$ cat src/rtl/jstk2_spi_responder.sv
// -----------------------------------------------------------------------------
// jstk2_spi_responder
//
// SPI mode-0 slave that stands in for a PmodJSTK2 joystick. It receives a
// 5-byte command packet from the master (command + four parameters) and shifts
// a 48-bit response frame back on MISO, MSB first.
//
// SCLK, CS and MOSI are asynchronous to i_clk. Each passes through SYNC_STAGES
// flops, and SCLK/CS get one more flop for edge detection. Every action
// therefore lands SYNC_STAGES + 1 cycles after the raw pin edge.
//
// Parameters
//   SYNC_STAGES   synchronizer depth, 2 or 3
//
// Ports
//   i_clk         system clock
//   i_reset       synchronous, active-high reset
//   i_sclk        SPI clock from master (<= f(i_clk)/8)
//   i_cs          chip select from master, active-low
//   i_mosi        serial data from master
//   o_miso        serial data to master
//   i_tx_data     48-bit response frame, byte 0 in [47:40]; captured at CS fall
//   o_cmd         last committed command byte
//   o_param_1..4  last committed parameter bytes
//   o_cmd_valid   1-cycle pulse: frame ended on a byte boundary with >= 5 bytes
//   o_frame_err   1-cycle pulse: frame ended mid-byte or with < 5 bytes
//   o_busy        high while a frame is in progress
//
// Build option
//   JSTK2_RESP_LED_EN  adds o_led_r/o_led_g/o_led_b and o_led_upd. These are
//                      loaded from params 1..3 when a valid frame carries
//                      command 8'h84.
// -----------------------------------------------------------------------------
module jstk2_spi_responder #(
    parameter int SYNC_STAGES = 2
) (
    input  logic        i_clk,
    input  logic        i_reset,
    input  logic        i_sclk,
    input  logic        i_cs,
    input  logic        i_mosi,
    output logic        o_miso,
    input  logic [47:0] i_tx_data,
    output logic [7:0]  o_cmd,
    output logic [7:0]  o_param_1,
    output logic [7:0]  o_param_2,
    output logic [7:0]  o_param_3,
    output logic [7:0]  o_param_4,
    output logic        o_cmd_valid,
    output logic        o_frame_err,
    output logic        o_busy
`ifdef JSTK2_RESP_LED_EN
    ,
    output logic [7:0]  o_led_r,
    output logic [7:0]  o_led_g,
    output logic [7:0]  o_led_b,
    output logic        o_led_upd
`endif
);

    typedef enum logic [1:0] {
        WAIT_IDLE,
        IDLE,
        SHIFT
    } state_e;

    // ---------------------------------------------------------------- sync
    logic [SYNC_STAGES-1:0] sclk_sync_q, sclk_sync_d;
    logic [SYNC_STAGES-1:0] cs_sync_q,   cs_sync_d;
    logic [SYNC_STAGES-1:0] mosi_sync_q, mosi_sync_d;
    logic                   sclk_prev_q, sclk_prev_d;
    logic                   cs_prev_q,   cs_prev_d;

    logic sclk_s, cs_s, mosi_s;
    logic sclk_rise, sclk_fall, cs_rise, cs_fall;

    assign sclk_s    = sclk_sync_q[SYNC_STAGES-1];
    assign cs_s      = cs_sync_q[SYNC_STAGES-1];
    assign mosi_s    = mosi_sync_q[SYNC_STAGES-1];
    assign sclk_rise =  sclk_s & ~sclk_prev_q;
    assign sclk_fall = ~sclk_s &  sclk_prev_q;
    assign cs_rise   =  cs_s   & ~cs_prev_q;
    assign cs_fall   = ~cs_s   &  cs_prev_q;

    // MOSI has no edge flop. Its last sync stage lines up in time with the
    // SCLK sample that produces sclk_rise.
    always_comb begin
        sclk_sync_d = {sclk_sync_q[SYNC_STAGES-2:0], i_sclk};
        cs_sync_d   = {cs_sync_q[SYNC_STAGES-2:0],   i_cs};
        mosi_sync_d = {mosi_sync_q[SYNC_STAGES-2:0], i_mosi};
        sclk_prev_d = sclk_s;
        cs_prev_d   = cs_s;
    end

    // ---------------------------------------------------------------- core
    state_e           state_q,     state_d;
    logic [2:0]       bit_cnt_q,   bit_cnt_d;
    logic [2:0]       byte_cnt_q,  byte_cnt_d;   // saturates at 6
    logic [6:0]       rx_q,        rx_d;         // first 7 bits of the byte
    logic [47:0]      tx_q,        tx_d;
    logic [4:0][7:0]  shadow_q,    shadow_d;     // [0] = cmd, [1..4] = params
    logic [4:0][7:0]  data_q,      data_d;       // committed copy
    logic             cmd_valid_q, cmd_valid_d;
    logic             frame_err_q, frame_err_d;
`ifdef JSTK2_RESP_LED_EN
    logic [2:0][7:0]  led_q,       led_d;        // [2] = r, [1] = g, [0] = b
    logic             led_upd_q,   led_upd_d;
`endif

    logic [7:0] rx_byte;
    assign rx_byte = {rx_q, mosi_s};

    // NOTE: every always_comb output gets a default first, so no path can
    // leave a value unassigned and infer a latch.
    always_comb begin
        state_d     = state_q;
        bit_cnt_d   = bit_cnt_q;
        byte_cnt_d  = byte_cnt_q;
        rx_d        = rx_q;
        tx_d        = tx_q;
        shadow_d    = shadow_q;
        data_d      = data_q;
        cmd_valid_d = 1'b0;
        frame_err_d = 1'b0;
`ifdef JSTK2_RESP_LED_EN
        led_d       = led_q;
        led_upd_d   = 1'b0;
`endif

        unique case (state_q)
            // Wait out any frame already in flight when reset was released.
            WAIT_IDLE: begin
                if (cs_s) state_d = IDLE;
            end

            IDLE: begin
                if (cs_fall) begin
                    tx_d       = i_tx_data;
                    bit_cnt_d  = 3'd0;
                    byte_cnt_d = 3'd0;
                    state_d    = SHIFT;
                end
            end

            SHIFT: begin
                // CS rise takes priority over an SCLK edge seen in the same cycle.
                if (cs_rise) begin
                    state_d = IDLE;
                    tx_d    = '0;              // keep MISO low between frames
                    if (bit_cnt_q == 3'd0 && byte_cnt_q >= 3'd5) begin
                        cmd_valid_d = 1'b1;
                        data_d      = shadow_q;
`ifdef JSTK2_RESP_LED_EN
                        if (shadow_q[0] == 8'h84) begin
                            led_d     = {shadow_q[1], shadow_q[2], shadow_q[3]};
                            led_upd_d = 1'b1;
                        end
`endif
                    end else begin
                        frame_err_d = 1'b1;
                    end
                end else begin
                    if (sclk_rise) begin
                        rx_d      = rx_byte[6:0];
                        bit_cnt_d = bit_cnt_q + 3'd1;
                        if (bit_cnt_q == 3'd7) begin
                            // Bytes 5 and later fall outside the five shadow slots.
                            if (byte_cnt_q < 3'd5) shadow_d[byte_cnt_q] = rx_byte;
                            if (byte_cnt_q != 3'd6) byte_cnt_d = byte_cnt_q + 3'd1;
                        end
                    end
                    if (sclk_fall) tx_d = {tx_q[46:0], 1'b0};
                end
            end

            default: state_d = WAIT_IDLE;
        endcase
    end

    // NOTE: sequential state is updated only with non-blocking assignments, so
    // every flop samples its pre-edge *_d value regardless of statement order.
    always_ff @(posedge i_clk) begin
        if (i_reset) begin
            sclk_sync_q <= '0;
            cs_sync_q   <= '0;
            mosi_sync_q <= '0;
            sclk_prev_q <= 1'b0;
            cs_prev_q   <= 1'b0;
            state_q     <= WAIT_IDLE;
            bit_cnt_q   <= '0;
            byte_cnt_q  <= '0;
            rx_q        <= '0;
            tx_q        <= '0;
            data_q      <= '0;
            cmd_valid_q <= 1'b0;
            frame_err_q <= 1'b0;
`ifdef JSTK2_RESP_LED_EN
            led_q       <= '0;
            led_upd_q   <= 1'b0;
`endif
        end else begin
            sclk_sync_q <= sclk_sync_d;
            cs_sync_q   <= cs_sync_d;
            mosi_sync_q <= mosi_sync_d;
            sclk_prev_q <= sclk_prev_d;
            cs_prev_q   <= cs_prev_d;
            state_q     <= state_d;
            bit_cnt_q   <= bit_cnt_d;
            byte_cnt_q  <= byte_cnt_d;
            rx_q        <= rx_d;
            tx_q        <= tx_d;
            data_q      <= data_d;
            cmd_valid_q <= cmd_valid_d;
            frame_err_q <= frame_err_d;
`ifdef JSTK2_RESP_LED_EN
            led_q       <= led_d;
            led_upd_q   <= led_upd_d;
`endif
        end
    end

    // NOTE: the shadow bytes are left out of reset. A commit requires all five
    // slots to have been rewritten in the current frame, so their power-up
    // contents are never observable.
    always_ff @(posedge i_clk) begin
        shadow_q <= shadow_d;
    end

    // ---------------------------------------------------------------- outputs
    assign o_miso      = tx_q[47];
    assign o_cmd       = data_q[0];
    assign o_param_1   = data_q[1];
    assign o_param_2   = data_q[2];
    assign o_param_3   = data_q[3];
    assign o_param_4   = data_q[4];
    assign o_cmd_valid = cmd_valid_q;
    assign o_frame_err = frame_err_q;
    assign o_busy      = (state_q == SHIFT);
`ifdef JSTK2_RESP_LED_EN
    assign o_led_r     = led_q[2];
    assign o_led_g     = led_q[1];
    assign o_led_b     = led_q[0];
    assign o_led_upd   = led_upd_q;
`endif

endmodule

$ cat config.mk
export PLATFORM = sky130hd
export DESIGN_NAME = jstk2_spi_responder
export DESIGN_NICKNAME = d
export VERILOG_FILES = /design/src/rtl/jstk2_spi_responder.sv
export SDC_FILE = /design/constraint.sdc
export NUM_CORES = 1
export LEC_CHECK = 0
export ABC_AREA = 1
export BUFFER_PORTS_ARGS = -buffer_cell sky130_fd_sc_hd__buf_2
export CAP_MARGIN = 20
export CORE_MARGIN = 3
export CORE_UTILIZATION = 30
export CTS_CLUSTER_SIZE = 20
export DETAILED_ROUTE_END_ITERATION = 10
export SYNTH_ARGS = -nofsm -noshare
export SYNTH_HDL_FRONTEND = slang
export SYNTH_SLANG_ARGS = --single-unit
$ cat constraint.sdc
create_clock -name i_clk -period 4.4 [get_ports i_clk]
set_input_delay 0.22 -clock i_clk [delete_from_list [all_inputs] [get_ports i_clk]]
set_output_delay 0.22 -clock i_clk [all_outputs]
set_load 0.02 [all_outputs]
Word level (Yosys, flattened, before mapping)
Index checks and enable logic that the tools add are counted.

storage, ports and cells
  register bits = 153
  latch bits = 0
  bits in writable memories = 0
  memory bits (read-only) = 0
  output and inout bits = 44
  word-level logic and storage cells = 85
  memories kept = 0

operators by class
  add/sub/neg operators = 2
  multiply operators = 0
  div/mod/pow operators = 0
  magnitude comparators = 4
  equal/unequal tests = 12
  shift operators = 0
  multiplexer cells = 22
  bitwise gates (word level) = 10
  reductions and logical operators = 13

operator list
  cell                   number
  $mux W48               3
  $pmux W48 S2           1
  $bwmux W40             1
  $demux W8 S3           1
  $mux W3                7
  $pmux W3 S2            2
  $reduce_and A3 Y1      4
  $mux W8                1
  $ne A2 B1 Y1 const B   4
  $add A3 B1 Y3 const B  2
  $mux W2                3
  $ne A2 B2 Y1 const B   3
  $not A1 Y1             6
  $pmux W2 S3            1
  $reduce_and A6 Y1      1
  $reduce_and A5 Y1      1
  $and A1 B1 Y1          4
  $lt A3 B4 Y1 const B   1
  $reduce_and A4 Y1      1
  $eq A3 B3 Y1 const B   1
  $ge A3 B1 Y1 const B   1
  $ge A3 B3 Y1 const B   1
  $logic_not A3 Y1       1
  $lt A3 B3 Y1 const B   1
  other kinds (9)        11

Logic depth before layout (Yosys ltp)
  depth in word-level cells = 6
  depth in mapped cells = 11
  gate-level depth less buffers = 9

Worst setup path before layout
Ideal clock, no wire load.

  kind = reg2reg
  start point = register state_q[0]
  end point = register shadow_q[24] in the netlist's numbering (enable)
  setup time = 395 ps
  data arrival time = 2003 ps
  slack = 2002 ps
  cell stages (with the launch flop) = 8
  period minus slack after synthesis = 2398 ps
  cells stage by stage = dfxtp_1 -> inv_1 -> ha_1 -> nand2_1 -> buf_2 -> nor2_4 -> nand2_1 -> nor4_1

on the way
  word-level cells in the longest chain between the ends = 2

RTL lines
  item                         line  RTL
  start, declared              96    state_e state_q, state_d;
  start signal, assigned       207   state_q <= state_d;
  $eq A2 B2 Y1                 130   unique case (state_q)
  $reduce_and A5 Y1 (no line)  --
  end signal, assigned         226   shadow_q <= shadow_d;
  end, declared                101   logic [4:0][7:0] shadow_q, shadow_d;

Every way passes these cells.
A chain may end at the register's enable or synchronous reset.

Worst setup path in the final report
  start point = register state_q[0]
  end point = register tx_q[10]

on the way
  word-level cells in the longest chain between the ends = 3
  elaborated cells between the ends (all ways) = 7
  those cells by class = eq/ne: 4; mux: 1; reduce/logical: 2

RTL lines
  item                                                  line  RTL
  $eq A2 B2 Y1 or $eq A2 B1 Y1 (tied branches)          130
  $ne A3 B1 Y1 (no line), or another cell as far along  --
  $reduce_and A3 Y1 (no line)                           --
  end signal, assigned                                  211   tx_q <= tx_d;
  end, declared                                         100   logic [47:0] tx_q, tx_d;

Several ways; a longest one is shown, not always the timed one.

==> summary by stage <==
Status
The flow ran to the end, and the final reports show no timing, DRC or antenna violations.

Critical path
The cell seen most often among critical-path stages is nand2_1. The peak per-stage delay on the critical path is 510 ps. The number of cells on the worst reg-to-reg path is 11. The arrival time at the worst endpoint is 3110 ps.

The largest individual stage delay along the critical path comes from the cell nand2_2. The top cell family by delay on the critical path is buffers and inverters. Of all nets on the critical path, the largest fanout is between 50 and 60.

The worst path buffer plus inverter count is 4. The number of logic stages on the critical path including buffering is 11. The critical path goes through inv_1 > ha_1 > nand2_1 > buf_4 > inv_1 > o21ai_1 > nand2_2 > buf_4 > nand2_1 > nand2_1 > nor2_1. STA classifies the critical path endpoint as a register.

The required time of the critical path is 4760 ps. The worst setup path is launched from a register. The critical path is of the reg2reg type.

Logic synthesis
The share of the Yosys chip area taken by registers is 0.544. In this run, synthesis produced a sequential element count of about 150. When the netlist entered floorplanning its net count stood at ~860. Among all flip-flop cells after synthesis, the most frequent one is dfxtp_1. The gate count of the mapped netlist is 797. The synthesized cell area is 0.00636 mm². The number of warnings printed during yosys synthesis is 0.

In this run the mean area of a mapped cell was between 7 and 8 µm². Counting flops with an async set or reset pin after synthesis yields a share of 0. Counting flops with a built-in enable in the synthesized netlist gives 40.

After synthesis, the netlist uses 27 different library cells.

Detailed routing
The total DRC errors in the routed layout is 0. The initial DRC count is approximately 280. The first detailed-routing pass took 4 iterations. The overall via count from detail_route is 5096. Once detail routing completed, the nets flagged for antenna violations numbered 0. The mean routed wirelength per cell is ~12 µm.

The routed via count divided by cell count is 4.39. Wires add up to 13.7 mm.

Min path
The class of the tightest hold or removal check is in2reg. Along the worst hold path, the cell count comes to 3.

CTS
The clock tree from TritonCTS is yes. Clock-pin slew was measured on the worst setup and hold paths at 60 ps. The later pin in the worst-skew pair is clocked with a latency of 420 ps. The clock tree root buffer cell is clkbuf_16.

Clock tree synthesis inserted a total of 17 buffers. Counting along the longest clock path gives a buffer depth of 2. The clock tree synthesis step divided the H-tree into 4 levels. Counting every sink on the clock net gives 153. The number of cells upsized or downsized after cts is 0. The post-CTS repair timing setup buffer count is 0. Hold repair after CTS inserted 2 buffers.

Power
The worst IR drop on VDD is 0.307 mV. For this design the ratio of total power to cell area is 572 mW/mm². The reported leakage power is between 3 and 4 nW.

Power comes to 4.35 mW.

Placement
The number of buffers added on ports is between 90 and 100. The estimated wirelength of the detail-placed design is 8.63 mm. The total placed cells including tap cells is 1128. The worst setup slack before clock tree synthesis is around 1700 ps.

At the end of routability-driven placement, the weighted congestion stood at 0.782. In this run the cell area measured after placement is about 0.007 mm².

Floorplanning
The floorplan has 52 rows. The placeable core region is 0.0206 mm². The full die area is 0.0230 mm². For this design the top-level I/O count stands at 97.

The die is approximately 150 µm wide. The starting utilization of the core area is 0.310. From bottom edge to top edge, the die measures 152 µm.

Layout
Once layout is complete, the utilization of the core stands at 0.370. The antenna cell count is 0. The finished layout holds 1162 standard cells, fillers aside. At the end of the flow, the number of nets in the layout was between 900 and 1000.

The count of filler cells inserted in the layout is 2174. Compared with the post-synthesis result, the final layout area differs by 19.4%. The fraction of layout cells with a size suffix above 1 is 0.164.

The finished cells cover 0.00760 mm².

STA
The setup TNS is 0 ps. Setup repair after global routing left no endpoint under its margin. In the finished design, the share of the clock period the worst path needs comes to 0.626. The maximum clock frequency is 363 MHz.

Subtracting the final worst setup slack from the clock period gives 2750 ps. Setup violations remaining at the end of the flow were counted as 0. The count of final max-slew check failures came to 0. The headroom to the max-slew limit is 0.407.

The slew at the pin closest to its max-slew limit is 886 ps. Setup slack closes at ~1600 ps. The final number of hold-violating endpoints is 0. On the final layout, the worst clock skew is just over 7 ps. The hold slack is 12.9 ps.

Global route
Across every metal layer, demand over resource in global routing totals 0.126. The first global-routing pass estimated around 23 mm of wire. Entering global routing, the biggest net connects 53 pins. The global route total overflow is 0. The number of antenna violations at the first check in global routing is 1. The via count of the first global-routing pass was approximately 4600.

Job
The number of max-cap violations is 0.
cells in the mapped netlist, types with 7 or more instances:
| library cell | instances | area share |
|---|---|---|
| nor2_1 | 134 | 0.079 |
| nand3_1 | 7 | 0.0055 |
| dfxtp_1 | 113 | 0.36 |
| nand4_1 | 40 | 0.039 |
| ha_1 | 12 | 0.024 |
| a21oi_1 | 46 | 0.036 |
| buf_2 | 13 | 0.010 |
| o21ai_0 | 56 | 0.044 |
| nand2_1 | 212 | 0.13 |
| clkbuf_1 | 26 | 0.015 |
| inv_1 | 70 | 0.041 |
| buf_6 | 8 | 0.014 |
| edfxtp_1 | 40 | 0.19 |
kinds of logic after synthesis:
kind of cell,count (synthesis),synth area share
buffers and inverters,122,0.0839
adders and majority gates,12,0.0236
DFF,153,0.544
and+or+nand+nor,404,0.264
AOI/OAI and AO/OA,105,0.0830
xor gates and xnor gates,1,0.00138
per-layer routing:
| metal | wire, µm | global-route usage | vias up |
|---|---|---|---|
| li1 | - | - | 2710 |
| met1 | 6830 | 0.172 | 2244 |
| met2 | 5990 | 0.190 | 127 |
| met3 | 792 | 0.0339 | 13 |
| met4 | 117 | 0.0454 | 2 |
| met5 | 13 | 0 | - |
worst paths after layout:
| path | from | to | slack [ps] |
|---|---|---|---|
| worst max register to register | state_q[0] | tx_q[10] | 1650 |
| worst max-delay path | state_q[0] | tx_q[10] | 1650 |
| worst min-delay path | i_cs | cs_sync_q[0] | 10 |
| worst min register to register | mosi_sync_q[0] | mosi_sync_q[1] | 400 |
area by class of cell:
type,instances,area (µm²),area share
well taps,270,338,0.0444
clock inverters,11,90.1,0.0119
repair buffers,112,606,0.0797
flip-flops and latches,153,3460,0.456
inverters,73,274,0.0360
multi-input cells,522,2370,0.312
clock buffers,21,460,0.0606
state kept, by name, indices dropped and copies added (netlist names), 2 cells and up:
signal / cells
bit_cnt_q: 3
byte_cnt_q: 3
cs_sync_q: 2
mosi_sync_q: 2
o_cmd: 8
o_param_1: 8
o_param_2: 8
o_param_3: 8
o_param_4: 8
rx_q: 7
sclk_sync_q: 2
shadow_q: 40
state_q: 2
tx_q: 48
placed cells by master (no fill, tap or decap), types with 2 or more instances in the layout:
cell | synthesis | final
dfxtp_1 | 113 | 113
clkinv_1 | 2 | 3
edfxtp_1 | 40 | 40
inv_1 | 70 | 70
dlygate4sd3_1 | 0 | 2
clkinv_4 | 0 | 5
nand3_1 | 7 | 7
nor4_1 | 3 | 3
buf_4 | 0 | 14
clkbuf_1 | 26 | 2
ha_1 | 12 | 12
o21ai_0 | 56 | 56
nor2_1 | 134 | 134
a21oi_1 | 46 | 46
buf_2 | 13 | 96
nand2_1 | 212 | 211
inv_6 | 0 | 3
nand4_1 | 40 | 40
clkbuf_16 | 0 | 17
o21ai_1 | 2 | 2
clkbuf_8 | 0 | 2
nor3_1 | 2 | 2
worst register-to-register path, stage by stage (launching register included):
cell	delay [ps]
dfxtp_1	380
inv_1	110
ha_1	250
nand2_1	80
buf_4	410
inv_1	110
o21ai_1	110
nand2_2	510
buf_4	480
nand2_1	100
nand2_1	50
nor2_1	100
power by group:
part           switching, mW  internal [mW]
sequential            0.0740           1.65
combinational          0.866          0.402
clock                  0.592          0.761
Note: power is estimated with default switching activity, not from simulation.
